==> src/rtl/nibble_serial_adder_ctrl_pkg.sv <==
// Shared types and constants for the nibble-serial adder.
// State encoding and the slice width used by the datapath.
package nibble_serial_adder_ctrl_pkg;

  localparam int NIB_W = 4;

  typedef enum logic [1:0] {
    IDLE = 2'd0,
    ADD  = 2'd1,
    DONE = 2'd2
  } state_t;

endpackage

==> src/rtl/nibble_serial_adder_ctrl_ripple_adder.sv <==
// 4-bit ripple-carry adder slice.
// Time-shared by the sequencer, one nibble per cycle.
module ripple_adder
  import nibble_serial_adder_ctrl_pkg::*;
(
  input  logic [NIB_W-1:0] a,
  input  logic [NIB_W-1:0] b,
  input  logic             ci,
  output logic [NIB_W-1:0] s,
  output logic             co
);

  // Bit-by-bit ripple; carry is a block-local running variable
  always_comb begin
    logic c;
    c = ci;
    s = '0;
    for (int i = 0; i < NIB_W; i++) begin
      s[i] = a[i] ^ b[i] ^ c;
      c    = (a[i] & b[i]) | (c & (a[i] ^ b[i]));
    end
    co = c;
  end

endmodule

==> src/rtl/nibble_serial_adder_ctrl.sv <==
// WIDTH-bit adder built from one 4-bit slice, LSB nibble first.
// Carry is registered between nibbles; sum/cout held until next result.
module nibble_serial_adder_ctrl
  import nibble_serial_adder_ctrl_pkg::*;
#(
  parameter int WIDTH = 16
) (
  input  logic             clk,
  input  logic             rst,
  input  logic             start,
  input  logic [WIDTH-1:0] a,
  input  logic [WIDTH-1:0] b,
  input  logic             cin,
  output logic             busy,
  output logic             done,
  output logic [WIDTH-1:0] sum,
  output logic             cout
);

  localparam int NIB = WIDTH / NIB_W;
  localparam int CW  = (NIB > 1) ? $clog2(NIB) : 1;
  localparam logic [CW-1:0] LAST = CW'(NIB - 1);

  state_t           state_q, state_d;
  logic [WIDTH-1:0] a_q, a_d;
  logic [WIDTH-1:0] b_q, b_d;
  logic [WIDTH-1:0] res_q, res_d;
  logic [WIDTH-1:0] sum_q, sum_d;
  logic [CW-1:0]    cnt_q, cnt_d;
  logic             carry_q, carry_d;
  logic             cout_q, cout_d;
  logic             busy_q, busy_d;
  logic             done_q, done_d;

  logic [NIB_W-1:0]       slice_s;
  logic                   slice_co;
  logic [WIDTH+NIB_W-1:0] res_cat;

  ripple_adder u_slice (
    .a  (a_q[NIB_W-1:0]),
    .b  (b_q[NIB_W-1:0]),
    .ci (carry_q),
    .s  (slice_s),
    .co (slice_co)
  );

  // Slice result enters at the top so the LSB nibble ends up at bit 0
  assign res_cat = {slice_s, res_q};

  // Next-state, datapath shifts and registered output values
  always_comb begin
    state_d = state_q;
    a_d     = a_q;
    b_d     = b_q;
    res_d   = res_q;
    sum_d   = sum_q;
    cnt_d   = cnt_q;
    carry_d = carry_q;
    cout_d  = cout_q;
    unique case (state_q)
      IDLE, DONE: begin
        state_d = IDLE;
        if (start) begin
          a_d     = a;
          b_d     = b;
          carry_d = cin;
          cnt_d   = '0;
          state_d = ADD;
        end
      end
      ADD: begin
        a_d     = a_q >> NIB_W;
        b_d     = b_q >> NIB_W;
        res_d   = res_cat[WIDTH+NIB_W-1:NIB_W];
        carry_d = slice_co;
        cnt_d   = cnt_q + 1'b1;
        if (cnt_q == LAST) begin
          state_d = DONE;
          sum_d   = res_cat[WIDTH+NIB_W-1:NIB_W];
          cout_d  = slice_co;
        end
      end
      default: state_d = IDLE;
    endcase
    busy_d = (state_d == ADD);
    done_d = (state_d == DONE);
  end

  // All state and outputs; reset aborts any operation in flight
  always_ff @(posedge clk) begin
    if (rst) begin
      state_q <= IDLE;
      a_q     <= '0;
      b_q     <= '0;
      res_q   <= '0;
      sum_q   <= '0;
      cnt_q   <= '0;
      carry_q <= 1'b0;
      cout_q  <= 1'b0;
      busy_q  <= 1'b0;
      done_q  <= 1'b0;
    end else begin
      state_q <= state_d;
      a_q     <= a_d;
      b_q     <= b_d;
      res_q   <= res_d;
      sum_q   <= sum_d;
      cnt_q   <= cnt_d;
      carry_q <= carry_d;
      cout_q  <= cout_d;
      busy_q  <= busy_d;
      done_q  <= done_d;
    end
  end

  assign busy = busy_q;
  assign done = done_q;
  assign sum  = sum_q;
  assign cout = cout_q;

endmodule

==> config.mk <==
export PLATFORM = sky130hd
export DESIGN_NAME = nibble_serial_adder_ctrl
export DESIGN_NICKNAME = d
export VERILOG_FILES = /design/src/rtl/nibble_serial_adder_ctrl_pkg.sv /design/src/rtl/nibble_serial_adder_ctrl_ripple_adder.sv /design/src/rtl/nibble_serial_adder_ctrl.sv
export SDC_FILE = /design/constraint.sdc
export NUM_CORES = 1
export LEC_CHECK = 0
export CAP_MARGIN = 20
export CORE_ASPECT_RATIO = 0.5
export CORE_MARGIN = 2
export CORE_UTILIZATION = 48
export CTS_BUF_LIST = sky130_fd_sc_hd__clkbuf_8
export CTS_CLUSTER_DIAMETER = 50
export DETAILED_ROUTE_END_ITERATION = 16
export PLACE_DENSITY = 0.78
export SLEW_MARGIN = 0
export SYNTH_ARGS = -nofsm -noshare
export SYNTH_HDL_FRONTEND = slang
export SYNTH_SLANG_ARGS = --single-unit
==> constraint.sdc <==
create_clock -name clk -period 2.25 [get_ports clk]
set_clock_uncertainty 0.1 [all_clocks]
set_input_delay 0.675 -clock clk [delete_from_list [all_inputs] [get_ports clk]]
set_output_delay 0.675 -clock clk [all_outputs]
set_load 0.03 [all_outputs]
==> results_dict.tcl <==
set metrics [dict create \
    synth_fp_nets 372 \
    final_common_cell "nand2_1" \
    worstSetupStartpointType "flip-flop" \
    cp_data_arrival_time_ns 2.39 \
    switching_power_mw 0.697 \
    dieArea_um2 6490 \
    hold_buffers 0 \
    vdd_ir_drop_max_v 0.000378 \
    via_count 2367 \
    synth_cell_types 21 \
    max_slew_margin_pct 57.5 \
    buffer_ports.inserted 54 \
    die_w_um 112 \
    yosys-top-cells-area "dfxtp_1 49%, nand2_1 14%, a311oi_2 9.7%" \
    clkTransAtPathRegs_ns 0.07 \
    setup_ws_ns 0.0284 \
    dr.pass1.iters 4 \
    start_util_pct 50.3 \
    cts.root.buffer_cell "clkbuf_8" \
    std_cell_rows 19 \
    status "completed" \
    cap_violations 0 \
    syn_area_um2 2800 \
    antenna_found_initial 0 \
    required_ns 2.42 \
    grt_setup_unrepaired "true" \
    worstMarginPinSlew_ns 0.636 \
    synth_top_area_share_pct 48.6 \
    routabilityCongestion 0.813 \
    period_needed_ns 2.22 \
    cts-buffers-inserted 9 \
    die_y_um 58.0 \
    nets 418 \
    cts_tree "built" \
    synth_seq_cells 68 \
    cts-htree-levels 3 \
    dpl_cell_area_um2 3380 \
    drt_first_iter_violations 109 \
    crit_fanout 2 \
    final_cell_area_um2 3590 \
    place_ws_ns -0.0554 \
    syn2layout_area_growth_pct 28.2 \
    slew_violations 0 \
    fmax_ghz 0.450 \
    drive_gt1_share_pct 14.4 \
    grt_first_pass_wirelength_mm 10.6 \
    hpwl_mm 4.18 \
    grt_remaining_overflow 0 \
    drc 0 \
    power.density_nw_per_um2 735 \
    antenna_left 0 \
    io_pins 55 \
    grt_pass1_vias 2296 \
    viasPerCell 5.20 \
    leakage_nw 1.28 \
    power.share.combinational_pct 14.1 \
    switching_share_pct 26.4 \
    antenna_cells 0 \
    drt_wl_total_mm 6.24 \
    grt_use_total_pct 20.7 \
    final_cell_mix "105 x nand2_1, 66 x dfxtp_1, 53 x clkdlybuf4s50_1" \
    fin_crit_sh_pct 98.7 \
    setup_violations 0 \
    clk_latency_ns 0.35 \
    core_area_um2 5560 \
    yosys_warnings 0 \
    cts.sinks 68 \
    wire_per_inst_um 13.7 \
    clockPowerShare_pct 36.1 \
    intPower_mw 1.94 \
    grt_max_degree 62 \
    endpoint_kind "flip-flop" \
    hold_class "reg -> reg" \
    hold_violations 0 \
    avgSynthCellArea_um2 8.46 \
    crit_type "reg -> reg" \
    syn_inst 331 \
    pwr-share-seq_pct 49.9 \
    synth_area_leader_cell "dfxtp_1" \
    seq_area_frac_synth_pct 48.6 \
    clk_path_buf_depth 2 \
]
[timing repair]
action,CTS,global route
setup buffers,1,0
gates resized for setup,10,0
endpoints found under the setup margin,2,4
pin swaps,4,2
[synth_stat cells]
library cell	instances
a2bb2oi_1	1
nand3_1	11
a211oi_1	5
fa_1	4
dfxtp_1	68
buf_4	4
nand2_1	105
o21a_1	1
nor2b_1	2
a21oi_1	35
buf_2	18
inv_1	7
and3b_1	1
nand2b_1	3
ha_1	1
clkbuf_1	6
buf_1	1
nand3b_1	1
nor2_1	33
a311oi_2	18
a311oi_1	6
[path summary, 6_finish.rpt]
path,from,endpoint,slack [ns],depth (start not counted)
setup / recovery,carry_q,sum[15],0.03,8
hold reg to reg,res_q[6],sum[2],0.35,2
setup reg to reg,carry_q,sum[15],0.03,8
hold / removal,res_q[6],sum[2],0.35,2
[stage by stage]
stage | power [mW] | hold slack (ns) | TNS (ns) | instances | util (%)
floorplan | 1.57 | 0.332 | 0 | 331 | -
global placement | 1.68 | 0.343 | 0 | 438 | 60.7
detailed placement | 1.70 | 0.344 | -0.109 | 438 | 60.7
CTS | 2.65 | 0.355 | 0 | 455 | 64.5
global route | 2.75 | 0.380 | -0.0836 | 455 | 64.5
finish | 2.64 | 0.352 | 0 | 455 | 64.5
[cells by family (layout without fill, tap and decap cells)]
group	after synthesis	count (layout)	synth area share [%]
compound gates	66	66	19.7
fa+ha+maj	5	5	3.31
buf+inv	36	87	6.17
flops	68	68	48.6
simple gates	156	156	22.2
[flip-flops by register name, summed over array words and instances, names as in the netlist]
signal	cells
a_q	16
b_q	16
busy	1
carry_q	1
cnt_q	2
cout	1
done	1
res_q	12
state_q	2
sum	16
[power by group through the flow]
stage	clock (mW)	combinational, mW	sequential (mW)
floorplan	0	0.238	1.33
finish	0.952	0.371	1.32
global route	1.02	0.406	1.32
global placement	0	0.347	1.34
CTS	0.964	0.372	1.32
detailed placement	0	0.359	1.34
[critical path, cell delays in order (launching register included)]
cell      delay [ns]
dfxtp_2         0.33
fa_2            0.38
inv_2           0.07
fa_2            0.20
inv_2           0.04
fa_2            0.33
inv_2           0.06
fa_1            0.44
a211oi_2        0.19
[layer usage]
| metal | up-vias | track usage, % | share of wire [%] |
|---|---|---|---|
| met5 | - | 0 | 0 |
| met4 | 0 | 7.32 | 1.6 |
| met3 | 13 | 6.80 | 5.0 |
| met2 | 47 | 34.5 | 48 |
| met1 | 1115 | 26.0 | 45 |
| li1 | 1192 | - | - |
[cell type report]
cell class / count / area (um^2)
Fill cell: 475 / 1970
Sequential cell: 68 / 1360
Multi-Input combinational cell: 227 / 1290
Timing Repair Buffer: 64 / 636
Clock buffer: 9 / 124
Tap cell: 73 / 91.3
Clock inverter: 7 / 60.1
Inverter: 7 / 26.3
Power figures use the tool's default switching activity.
